**src/rtl/pair_issue_tx_pkg.sv**
```systemverilog
// Shared types and constants for the single-to-dual issue pairing buffer.
package pair_issue_tx_pkg;

  localparam int Depth = 2;

  // Legal dual-issue valid encodings: none, oldest only, both.
  localparam logic [1:0] V0 = 2'b00;
  localparam logic [1:0] V1 = 2'b01;
  localparam logic [1:0] V2 = 2'b11;

  typedef enum logic [1:0] {
    EMPTY = 2'd0,
    WAIT  = 2'd1,
    ONE   = 2'd2,
    TWO   = 2'd3
  } state_e;

  function automatic logic [1:0] level_of(input state_e s);
    unique case (s)
      EMPTY:   level_of = 2'd0;
      TWO:     level_of = 2'd2;
      default: level_of = 2'd1;
    endcase
  endfunction

endpackage

```
**src/rtl/pair_issue_tx.sv**
```systemverilog
// Pairs a single-issue upstream stream into dual-issue bundles; a lone entry
// waits up to MaxWait cycles for a partner before it is offered single.
module pair_issue_tx
  import pair_issue_tx_pkg::*;
#(
  parameter int Width   = 32,
  parameter int MaxWait = 0
) (
  input  logic             clk_i,
  input  logic             rst_ni,
  input  logic             flush_i,
  input  logic             in_valid_i,
  input  logic [Width-1:0] in_data_i,
  output logic             in_rdy_o,
  output logic [1:0]       out_valid_o,
  output logic [Width-1:0] out_data0_o,
  output logic [Width-1:0] out_data1_o,
  input  logic [1:0]       out_rdy_i,
  output logic [1:0]       level_o
);

  state_e           state_q, state_d;
  logic [3:0]       wait_cnt_q, wait_cnt_d;
  logic [Width-1:0] slot0_q, slot1_q, slot0_d, slot1_d;
  logic [1:0]       level, level_nxt, n_out;
  logic             accept, pop0, pop1;

  assign level    = level_of(state_q);
  assign level_o  = level;
  assign in_rdy_o = (level != 2'(Depth)) && !flush_i;
  assign accept   = in_valid_i & in_rdy_o;

  // NOTE: every always_comb output gets a default first so no path leaves it unassigned (no latch).
  always_comb begin
    out_valid_o = V0;
    if (!flush_i) begin
      unique case (state_q)
        ONE:     out_valid_o = V1;
        TWO:     out_valid_o = V2;
        default: out_valid_o = V0;
      endcase
    end
  end

  // A ready of 10 cannot pop slot1 alone because pop1 requires pop0.
  assign pop0      = out_valid_o[0] & out_rdy_i[0];
  assign pop1      = pop0 & out_valid_o[1] & out_rdy_i[1];
  assign n_out     = pop1 ? 2'd2 : {1'b0, pop0};
  assign level_nxt = level + {1'b0, accept} - n_out;

  assign out_data0_o = slot0_q;
  assign out_data1_o = slot1_q;

  always_comb begin
    slot0_d = slot0_q;
    slot1_d = slot1_q;
    if (n_out == 2'd1 && level == 2'd2) slot0_d = slot1_q;
    if (accept) begin
      if (level - n_out == 2'd0) slot0_d = in_data_i;
      else                       slot1_d = in_data_i;
    end
  end

  always_comb begin
    state_d    = state_q;
    wait_cnt_d = 4'd0;
    if (flush_i) begin
      state_d = EMPTY;
    end else begin
      case (level_nxt)
        2'd0: state_d = EMPTY;
        2'd2: state_d = TWO;
        default: begin
          if (accept) begin
            // A freshly lone entry always starts a new wait window.
            if (MaxWait > 0) state_d = WAIT;
            else             state_d = ONE;
          end else if (state_q == TWO) begin
            state_d = ONE;
          end else if (state_q == WAIT) begin
            wait_cnt_d = (wait_cnt_q == 4'hf) ? wait_cnt_q : wait_cnt_q + 4'd1;
            if ({1'b0, wait_cnt_q} + 5'd1 >= 5'(MaxWait)) state_d = ONE;
            else                                          state_d = WAIT;
          end else begin
            state_d    = ONE;
            wait_cnt_d = wait_cnt_q;
          end
        end
      endcase
    end
  end

  // NOTE: sequential state uses non-blocking assignments so all registers update together.
  always_ff @(posedge clk_i or negedge rst_ni) begin
    if (!rst_ni) begin
      state_q    <= EMPTY;
      wait_cnt_q <= 4'd0;
      // NOTE: the two slots are plain flops and are reset so outputs read 0 out of reset.
      slot0_q    <= '0;
      slot1_q    <= '0;
    end else begin
      state_q    <= state_d;
      wait_cnt_q <= wait_cnt_d;
      slot0_q    <= slot0_d;
      slot1_q    <= slot1_d;
    end
  end

endmodule

```
**config.mk**
```make
export PLATFORM = sky130hd
export DESIGN_NAME = pair_issue_tx
export DESIGN_NICKNAME = d
export VERILOG_FILES = /design/src/rtl/pair_issue_tx_pkg.sv /design/src/rtl/pair_issue_tx.sv
export SDC_FILE = /design/constraint.sdc
export NUM_CORES = 1
export LEC_CHECK = 0
export CAP_MARGIN = 10
export CORE_MARGIN = 5
export CORE_UTILIZATION = 48
export DETAILED_ROUTE_END_ITERATION = 8
export HOLD_SLACK_MARGIN = 0.02
export PLACE_DENSITY = 0.85
export SETUP_SLACK_MARGIN = 0.02
export SLEW_MARGIN = 5
export SYNTH_ARGS = -nofsm -noshare
export SYNTH_HDL_FRONTEND = slang
export SYNTH_SLANG_ARGS = --single-unit
```
**constraint.sdc**
```tcl
create_clock -name clk_i -period 3.13 [get_ports clk_i]
set_input_delay 0.939 -clock clk_i [delete_from_list [all_inputs] [get_ports clk_i]]
set_output_delay 0.939 -clock clk_i [all_outputs]
set_load 0.01 [all_outputs]
```
==> metrics, run 1 <==
clk_skew=7.733 ps; drc violations=0; cell family with most CP delay=buffers and inverters; Reg2Reg Depth=7; CTS Sinks=66; IO Port Bufs=between 100 and 150; synthesized instance count=200; row count=29; worst min path class=reg2reg; DR top layer=met4; Max VDD drop=between 0.6 and 0.7 mV; Slew @ Worst Pin=521.4 ps; DR pass1 iterations=6; ratio of final minimum period to clock period=about 90%; vias in the first global route=2176; fin nets=roughly 360; Die X=about 90 um; Final Power=roughly 4400 uW; Ys Warns=0; synthesized net count=~240; Critical Path AT=between 1500 and 2000 ps; Ant. Diodes=0; Num CTS Buffers=9; CTS H-tree lvls=3; max frequency=roughly 0.35 GHz; worst hold slack=around 530 ps; Worst Hold Path Cells=1; global-route wire length before repair=between 10000 and 15000 um; required time worst endpoint=2190 ps; vias=roughly 2k; setup bufs post-CTS=0; Bufs and invs on worst path=2; Post-DRT Antenna Nets=0; Crit path depth=3; crit-path cells=dlygate4sd2_1 > nor2_1 > clkdlybuf4s50_1; Syn Area/Cell=around 15 um2; layout cell share with drive strength beyond 1=37.19%; DR iter-0 viols=35; CTS tree=built; met1 wire length=between 2000 and 3000 um; die height=~90 um; final WL=approximately 6700 um; P per Cell Area=~1000 nW/um2; grt ovf=0; clock slew at reported path FFs=roughly 70 ps; Max Slew Vio Count=0; largest net degree at the start of global routing=67; status=finished clean; Layout fillers=about 440; fin crit period=about 2900 ps; final setup fails=0; max cap viols=0; Die Footprint=between 8000 and 9000 um2; leakage power=about 0.0019 uW; Cells after DPL=381; effective utilization at floorplan=between 40% and 50%; Area growth, synth to finish=46.79%; Hold Fails Final Rpt=0; top post-synthesis cells by area=dfrtp_1, mux2_2, ha_1; Setup crit end kind=output port; Via density=between 5 and 6; library cells used by synthesis=21; met3 wire len=around 690 um; initial antenna violation count=0; crit path kind=in2out; DR WL/cell=roughly 17 um; Ports=~110; synthesized area=around 3000 um2; Seq/Total Area, Yosys=between 50% and 60%; Non-Filler Instances=roughly 400; max incr delay on CP=between 500 and 600 ps; CP max-delay cell=clkdlybuf4s50_1; total track usage=between 15 and 20%; final HPWL from detailed placement=roughly 4700 um; Synth top area share=a little over half; Root Buffer=clkbuf_8; Clock Path Buffers=2; register bit total from synthesis=66; critical path peak fanout=7; Slew Limit Headroom=between 60% and 70%; Worst setup SP type=input port; RSZ-0062 raised after global routing=no; worst skew pair latency=340 ps; leading area contributor after synthesis=dfrtp_1; core area=about 6200 um2; met2 wire len=around 3300 um; # hold bufs at CTS=0; Final GP Congestion=0.7379
## placed cells by master, fill, tap and decap left out
| cell type | count |
|---|---|
| dfrtp_1 | 66 |
| a21oi_4 | 1 |
| dlygate4sd2_1 | 1 |
| mux2_1 | 3 |
| xor2_1 | 1 |
| nor3_1 | 1 |
| o21bai_4 | 1 |
| or2b_1 | 1 |
| mux2_2 | 93 |
| ha_1 | 5 |
| clkdlybuf4s50_1 | 104 |
| nand4b_1 | 1 |
| buf_12 | 5 |
| nor2b_1 | 1 |
| clkbuf_8 | 10 |
| clkinv_2 | 2 |
| xnor2_1 | 3 |
| clkbuf_1 | 1 |
| clkinvlp_4 | 1 |
| a21oi_1 | 1 |
| inv_1 | 5 |
| nand2b_1 | 2 |
| buf_4 | 2 |
| buf_2 | 1 |
| nand2_1 | 2 |
| nor2_1 | 3 |
| bufinv_16 | 2 |
| a311oi_4 | 1 |
## layer usage
layer,track usage (%),up-vias
met1,20.23,998
li1,-,938
met3,7.558,12
met2,28.39,76
met4,8.390,0
met5,0,-
## area by class of cell
class | count | area, um2 | share of cell area, %
Sequential cell | 66 | 1652 | 37.04
Multi-Input combinational cell | 120 | 1304 | 29.24
Timing Repair Buffer | 113 | 1170 | 26.23
Clock buffer | 11 | 141.4 | 3.171
Tap cell | 77 | 96.34 | 2.160
Clock inverter | 5 | 77.57 | 1.740
Inverter | 5 | 18.77 | 0.4209
## cells by family (layout without fill, tap and decap cells)
kind of cell | Yosys count | after routing | share of synthesized area (%)
AOI/OAI and AO/OA | 4 | 4 | 1.936
xor gates and xnor gates | 4 | 4 | 1.153
adders and majority gates | 5 | 5 | 2.059
buffers and inverters | 14 | 134 | 2.965
DFF | 66 | 66 | 54.37
muxes | 96 | 96 | 35.58
and+or+nand+nor | 11 | 11 | 1.936
## worst reg2reg max path: cells and delay by family, from the launching register on
family | cells | cell delay [ps]
compound gates | 2 | 440
xor+xnor | 1 | 180
fa+ha+maj | 1 | 300
buf+inv | 1 | 260
flops | 1 | 370
mux | 1 | 370
simple gates | 1 | 290
## per-stage QoR
step	instance area [um2]	setup TNS, ps	util [%]	setup slack, ps
3_3_place_gp	4242	0	67.96	14.81
2_1_floorplan	3038	0	-	689.0
6_report	4459	0	71.45	245.0
4_1_cts	4459	0	71.45	240.5
3_5_place_dp	4242	-13.78	67.96	-13.78
5_1_grt	4459	0	71.45	187.6
## what timing repair did
action,CTS,global route
resized for setup,1,0
endpoints found under the setup margin,1,0
endpoints found under the hold margin,0,0
## cells in the mapped netlist
| cell type | count |
|---|---|
| buf_2 | 3 |
| xnor2_1 | 3 |
| mux2_1 | 3 |
| inv_1 | 5 |
| nand2b_1 | 2 |
| a21oi_1 | 1 |
| mux2_2 | 93 |
| a21oi_4 | 1 |
| buf_4 | 3 |
| or2b_1 | 1 |
| buf_6 | 3 |
| nor2b_1 | 1 |
| ha_1 | 5 |
| xor2_1 | 1 |
| nand4b_1 | 1 |
| dfrtp_1 | 66 |
| nand2_1 | 2 |
| a311oi_4 | 1 |
| nor3_1 | 1 |
| nor2_1 | 3 |
| o21bai_2 | 1 |
## path summary, 6_finish.rpt
kind / end / slack (ps) / start
max reg2reg: out_data0_o[13]$_DFF_PN0_ / 790 / state_q[1]$_DFF_PN0_
min reg2reg: out_data1_o[5]$_DFFE_PN0P_ / 530 / out_data1_o[5]$_DFFE_PN0P_
min in group asynchronous: out_data1_o[30]$_DFFE_PN0P_ / 610 / rst_ni
max: in_rdy_o / 250 / flush_i
max in group asynchronous: out_data0_o[19]$_DFF_PN0_ / 2250 / rst_ni
min: out_data1_o[5]$_DFFE_PN0P_ / 530 / out_data1_o[5]$_DFFE_PN0P_
## report_power, final
part | switching, uW | internal [uW] | total, uW
Combinational | 731 | 1350 | 2080
Sequential | 269 | 1290 | 1560
Clock | 315 | 468 | 782
Total | 1310 | 3110 | 4420
## sequential cells by signal (all words and copies together), names as in the netlist
name         count
state_q          2
out_data1_o     32
out_data0_o     32
(Power assumes the default switching activity.)
==> run 2, diff against run 1 <==
--- a/config.mk
+++ b/config.mk
@@ -6,8 +6,10 @@
 export NUM_CORES = 1
 export LEC_CHECK = 0
 export CAP_MARGIN = 10
+export CORE_ASPECT_RATIO = 1.5
 export CORE_MARGIN = 5
 export CORE_UTILIZATION = 48
+export CTS_CLUSTER_DIAMETER = 120
 export DETAILED_ROUTE_END_ITERATION = 8
 export HOLD_SLACK_MARGIN = 0.02
 export PLACE_DENSITY = 0.85
@@ -16,3 +18,4 @@
 export SYNTH_ARGS = -nofsm -noshare
 export SYNTH_HDL_FRONTEND = slang
 export SYNTH_SLANG_ARGS = --single-unit
+export TNS_END_PERCENT = 100
==> metrics, run 2 (synthesized netlist as in run 1, its figures left out) <==
Worst setup SP type=input port; # hold bufs at CTS=0 (unchanged); most frequent CP cell=clkdlybuf4s50_1; max cap viols=0 (unchanged); final HPWL from detailed placement=4870 um (+3.3%); total track usage=17.92% (+0.27 points); crit path kind=in2out; Die X=74.96 um (-16%); commonest cells after routing, fill and taps aside=clkdlybuf4s50_1, mux2_2, dfrtp_1; final WL=6618 um (-0.63%); TNS Setup=0 ps (unchanged); placed inst area=4285 um2 (+1.0%); DR pass1 iterations=3 (-3); Ant. Diodes=0 (unchanged); grt ovf=0 (unchanged); Clock Path Buffers=2 (unchanged); core area=6175 um2 (-1.1%); Die Footprint=8053 um2 (+0.41%); clk_skew=3.805 ps (-3.927 ps); effective utilization at floorplan=49.20% (+0.52 points); drc violations=0 (unchanged); layout cell share with drive strength beyond 1=38.08% (+0.89 points); Root Buffer=clkbuf_8; leakage power=0.001900 uW (+1.1%); fin util=72.91% (+1.5 points); vias=2020 (-0.20%); CP max-delay cell=clkdlybuf4s50_1; final setup fails=0 (unchanged); crit-path cells=clkdlybuf4s50_1 > nor2b_1 > clkdlybuf4s50_1; Final Power=4419 uW (about the same); global-route wire length before repair=10940 um (+4.1%); fin crit period=3030 ps (+144.9 ps); most common cell after layout, fill and taps aside=clkdlybuf4s50_1; Area growth, synth to finish=48.19%; initial antenna violation count=0 (unchanged); clock slew at reported path FFs=70 ps (about the same); status=finished clean; Hold Fails Final Rpt=0 (unchanged); post_cts resized=1 (unchanged); Internal=3096 uW (-0.30%); DR WL/cell=16.67 um (-0.63%); CTS H-tree lvls=3 (unchanged); max frequency=0.3300 GHz (-4.8%); Ports=107 (unchanged); Setup crit end kind=output port; Via density=5.088 (-0.20%); fin nets=361 (+0.84%); clock share of power=17.5% (-0.2 points); die height=107.4 um (+20%); row count=35 (+21%); worst hold slack=533.0 ps (+2.081 ps); Psw=1323 uW (+0.64%); Slew @ Worst Pin=713.0 ps (+191.6 ps); RSZ-0062 raised after global routing=no; critical path peak fanout=5 (-2); setup bufs post-CTS=0 (unchanged); Net Sw Frac=29.93% (+0.20 points); CTS tree=built; Comb pwr share=47.5% (+0.4 points); CTS Sinks=66 (unchanged); largest net degree at the start of global routing=37 (-45%); Num CTS Buffers=9 (unchanged); Max Slew Vio Count=0 (unchanged); Final GP Congestion=0.7757 (+5.1%); Final Instance Area=4502 um2 (+0.95%); P per Cell Area=981.7 nW/um2 (-0.96%); Layout fillers=404 (-8.4%); Slew Limit Headroom=52.47% (-13 points); required time worst endpoint=2190 ps (about the same); Max VDD drop=0.7457 mV (+20%); max incr delay on CP=550 ps (about the same); register share of total power=34.9% (-0.3 points); worst min path class=reg2reg; IO Port Bufs=106 (unchanged); Critical Path AT=2090 ps (+140 ps); worst skew pair latency=330 ps (about the same); Post-DRT Antenna Nets=0 (unchanged); ratio of final minimum period to clock period=96.80% (+4.6 points); DR iter-0 viols=49 (+40%); vias in the first global route=2245 (+3.2%)
run 2: changes by cell type in the layout (fill, tap and decap cells not counted):
cell / delta
clkinv_4: +1
clkinvlp_4: +1
buf_12: +2
buf_4: +1
clkbuf_8: -1
clkbuf_1: -1
run 2: power groups by stage:
| stage | Sequential, uW | Combinational, uW | Clock (uW) |
|---|---|---|---|
| global route | 1610 | 2260 | 838 |
| global placement | 1540 | 2080 | 0 |
| CTS | 1550 | 2140 | 795 |
| finish | 1540 | 2100 | 775 |
| floorplan | 1730 | 795 | 0 |
| detailed placement | 1560 | 2130 | 0 |
run 2: worst max-delay path, delay by kind of cell:
kind | cells | cell delay (ps)
simple gates | 1 | 130
buf+inv | 2 | 1020
run 2: per-stage QoR:
stage,setup slack (ps),std cells
6_report,100.1,397
5_1_grt,62.21,397
4_1_cts,96.65,397
3_5_place_dp,5.252,381
3_3_place_gp,35.37,381
2_1_floorplan,689.0,200
run 2: cell type report:
class | count | area, um2 | area share (%)
Inverter | 5 | 18.77 | 0.4169
Timing Repair Buffer | 116 | 1217 | 27.04
Tap cell | 74 | 92.59 | 2.057
Clock buffer | 9 | 123.9 | 2.752
Sequential cell | 66 | 1652 | 36.69
Clock inverter | 7 | 93.84 | 2.084
Multi-Input combinational cell | 120 | 1304 | 28.96
run 2: path summary, 6_finish.rpt:
kind	slack [ps]	from	endpoint	depth (start not counted)
worst min register to register	530	out_data1_o[5]$_DFFE_PN0P_	out_data1_o[5]$_DFFE_PN0P_	1
worst max-delay path	100	flush_i	out_valid_o[1]	3
worst max register to register	780	state_q[1]$_DFF_PN0_	out_data0_o[13]$_DFF_PN0_	7
min in group asynchronous	660	rst_ni	out_data0_o[7]$_DFF_PN0_	1
max in group asynchronous	1840	rst_ni	out_data0_o[12]$_DFF_PN0_	2
worst min-delay path	530	out_data1_o[5]$_DFFE_PN0P_	out_data1_o[5]$_DFFE_PN0P_	1
run 2: per-layer routing:
metal  track usage [%]  up-vias  routed length [um]
li1                  -      946                   -
met1             19.93      996                2306
met2             30.67       67                3599
met3             7.290       11                 619
met4             5.216        0                  93
met5                 0        -                   0
==> run 3, diff against run 2 <==
--- a/config.mk
+++ b/config.mk
@@ -5,14 +5,15 @@
 export SDC_FILE = /design/constraint.sdc
 export NUM_CORES = 1
 export LEC_CHECK = 0
+export ABC_AREA = 1
 export CAP_MARGIN = 10
 export CORE_ASPECT_RATIO = 1.5
 export CORE_MARGIN = 5
-export CORE_UTILIZATION = 48
+export CORE_UTILIZATION = 50
 export CTS_CLUSTER_DIAMETER = 120
 export DETAILED_ROUTE_END_ITERATION = 8
 export HOLD_SLACK_MARGIN = 0.02
-export PLACE_DENSITY = 0.85
+export PLACE_DENSITY = 0.86
 export SETUP_SLACK_MARGIN = 0.02
 export SLEW_MARGIN = 5
 export SYNTH_ARGS = -nofsm -noshare
==> metrics, run 3 <==
Setup crit end kind=output port; vias in the first global route=3300 (+47%); total track usage=23.28% (+5.4 points); register share of total power=34.7% (-0.2 points); Final GP Congestion=0.7710 (-0.61%); global-route wire length before repair=15650 um (+43%); clk_skew=7.957 ps (+4.151 ps); Root Buffer=clkbuf_8; vias=3286 (+63%); Die Footprint=8314 um2 (+3.2%); Primary FF master, synth=dfrtp_1; r2r endpoint=state_q[1]$_DFF_PN0_; Ys Warns=0 (unchanged); fin crit period=2894 ps (-135.6 ps); Final Instance Area=4652 um2 (+3.3%); Post-synth EDFFs=0 (unchanged); Seq/Total Area, Yosys=50.34% (-4.0 points); Ant. Diodes=0 (unchanged); Worst Setup EP=out_valid_o[0]; max frequency=0.3455 GHz (+4.7%); Syn Area/Cell=7.701 um2 (-49%); ratio of final minimum period to clock period=92.47% (-4.3 points); Num CTS Buffers=9 (unchanged); die height=109.2 um (+1.6%); layout cell share with drive strength beyond 1=9.444% (-29 points); Ports=107 (unchanged); TNS Setup=0 ps (unchanged); clock slew at reported path FFs=70 ps (about the same); Slew @ Worst Pin=611.4 ps (-101.5 ps); leading area contributor after synthesis=dfrtp_1; Internal=2794 uW (-9.8%); Comb pwr share=47.3% (-0.2 points); Crit path depth=3 (unchanged); CTS H-tree lvls=3 (unchanged); Worst setup SP type=input port; Area growth, synth to finish=41.80%; Setup WS post-layout=235.7 ps (+135.6 ps); top post-synthesis cells by count=nand2_1, dfrtp_1, nand3_1; most common cell after layout, fill and taps aside=nand2_1; gr busiest metal=met2; Via density=5.334 (+4.8%); # hold bufs at CTS=0 (unchanged); drc violations=0 (unchanged); P per Cell Area=959.6 nW/um2 (-2.3%); register bit total from synthesis=66 (unchanged); required time worst endpoint=2190 ps (about the same); Post-DRT Antenna Nets=0 (unchanged); max cap viols=0 (unchanged); final setup fails=0 (unchanged); r2r setup slk=790 ps (about the same); r2r startpoint=state_q[0]$_DFF_PN0_; Slew Limit Headroom=59.24% (+6.8 points); grt ovf=0 (unchanged); pre-CTS setup slack=-13.51 ps (-18.76 ps); met1 Use GR=26.61% (+6.7 points); CTS Sinks=66 (unchanged); GRT met2 Usage=42.16% (+11 points); crit path kind=in2out; Die X=76.14 um (+1.6%); worst min path class=reg2reg; top-count cell post-synth=nand2_1; Max VDD drop=0.5882 mV (-21%); library cells used by synthesis=21 (unchanged); Final Power=4464 uW (+1.0%); leakage power=0.002397 uW (+26%); final HPWL from detailed placement=6699 um (+38%); DR WL/cell=15.62 um (-6.3%); synthesized net count=469 (+93%); synthesized instance count=426 (+110%); crit-path cells=dlygate4sd2_1 > nor2_1 > clkdlybuf4s50_1; Hold Fails Final Rpt=0 (unchanged); Synth top area share=50.34% (-4.0 points); cell family with most CP delay=buffers and inverters; final WL=9622 um (+45%); commonest cells after routing, fill and taps aside=nand2_1, clkdlybuf4s50_1, dfrtp_1; row count=36 (+2.9%); status=finished clean; largest net degree at the start of global routing=33 (-11%); Clock Path Buffers=2 (unchanged); Bufs and invs on worst path=2 (unchanged); fin nets=578 (+60%); Layout fillers=490 (+21%); synthesized area=3281 um2 (+8.0%); DR iter-0 viols=261 (+430%); max incr delay on CP=560 ps (about the same); top post-synthesis cells by area=dfrtp_1, nand2_1, nand4_1; initial antenna violation count=0 (unchanged); core area=6441 um2 (+4.3%); Reg2Reg Depth=13 (+6); CTS tree=built; RSZ-0062 raised after global routing=no; effective utilization at floorplan=50.93% (+1.7 points); CP startpoint=flush_i; asr flop ratio synth=100.0% (unchanged); DR pass1 iterations=4 (+1); CP max-delay cell=clkdlybuf4s50_1; setup bufs post-CTS=0 (unchanged); Max Slew Vio Count=0 (unchanged); placed inst area=4427 um2 (+3.3%); clock share of power=18.0% (+0.5 points); critical path peak fanout=5 (unchanged); Psw=1670 uW (+26%); worst skew pair latency=330 ps (about the same); Net Sw Frac=37.42% (+7.5 points); met3 Track Usage GR=3.223% (-4.1 points); IO Port Bufs=106 (unchanged); Critical Path AT=1960 ps (-130 ps)
[run 3: stage by stage]
step	utilization, %	instances	hold WS (ps)
after floorplan	-	426	524.4
after global placement	68.73	600	476.9
after detailed placement	68.73	600	482.9
final	72.22	616	503.8
after CTS	72.22	616	500.4
after global routing	72.22	616	521.9
[run 3: worst min-delay path, cell delays in order, from the launching register on]
cell     delay, ps
dfrtp_1        360
nand2_1         70
nand2_1         50
[run 3: power by group through the flow]
stage / combinational, uW / clock, uW / sequential [uW]
after floorplan: 802 / 0 / 1700
after global placement: 2070 / 0 / 1540
after detailed placement: 2120 / 0 / 1550
after CTS: 2130 / 812 / 1540
after global routing: 2310 / 852 / 1590
final: 2110 / 804 / 1550
[run 3: cells by family (layout without fill, tap and decap cells)]
kind of cell / after synthesis / after routing / share of synthesized area, %
simple gates: 313 / 313 / 41.11
flops: 66 / 66 / 50.34
buf+inv: 39 / 153 / 6.064
fa+ha+maj: 5 / 5 / 1.907
compound gates: 2 / 2 / 0.3048
xor+xnor: 1 / 1 / 0.2670
[run 3: worst min-delay path by stage]
| stage | from | endpoint | slack (ps) | cells after the start |
|---|---|---|---|---|
| finish | out_data1_o[16]$_DFFE_PN0P_ | out_data1_o[16]$_DFFE_PN0P_ | 500 | 2 |
| global route | out_data1_o[29]$_DFFE_PN0P_ | out_data1_o[29]$_DFFE_PN0P_ | 520 | 2 |
| CTS | out_data1_o[21]$_DFFE_PN0P_ | out_data1_o[21]$_DFFE_PN0P_ | 500 | 2 |
| detailed placement | out_data1_o[21]$_DFFE_PN0P_ | out_data1_o[21]$_DFFE_PN0P_ | 480 | 2 |
| global placement | out_data1_o[11]$_DFFE_PN0P_ | out_data1_o[11]$_DFFE_PN0P_ | 480 | 2 |
| floorplan | out_data1_o[21]$_DFFE_PN0P_ | out_data1_o[21]$_DFFE_PN0P_ | 520 | 2 |
[run 3: routing by layer]
| layer | share of wire [%] | vias to the layer above |
|---|---|---|
| li1 | - | 1582 |
| met1 | 37 | 1534 |
| met2 | 54 | 145 |
| met3 | 5.9 | 25 |
| met4 | 3.2 | 0 |
| met5 | 0 | - |
[run 3: area by class of cell]
| class | instances | area, um2 | area share [%] |
|---|---|---|---|
| tap | 76 | 95.09 | 2.044 |
| multi-input combinational | 321 | 1430 | 30.74 |
| sequential | 66 | 1652 | 35.50 |
| inverter | 11 | 43.79 | 0.9414 |
| timing repair buffer | 126 | 1205 | 25.90 |
| clock inverter | 6 | 88.84 | 1.910 |
| clock buffer | 10 | 137.6 | 2.959 |
[run 3: repair_timing]
item	in CTS	in global routing
endpoints found under the setup margin	3	0
hold endpoints to repair	0	0
resized for setup	1	0
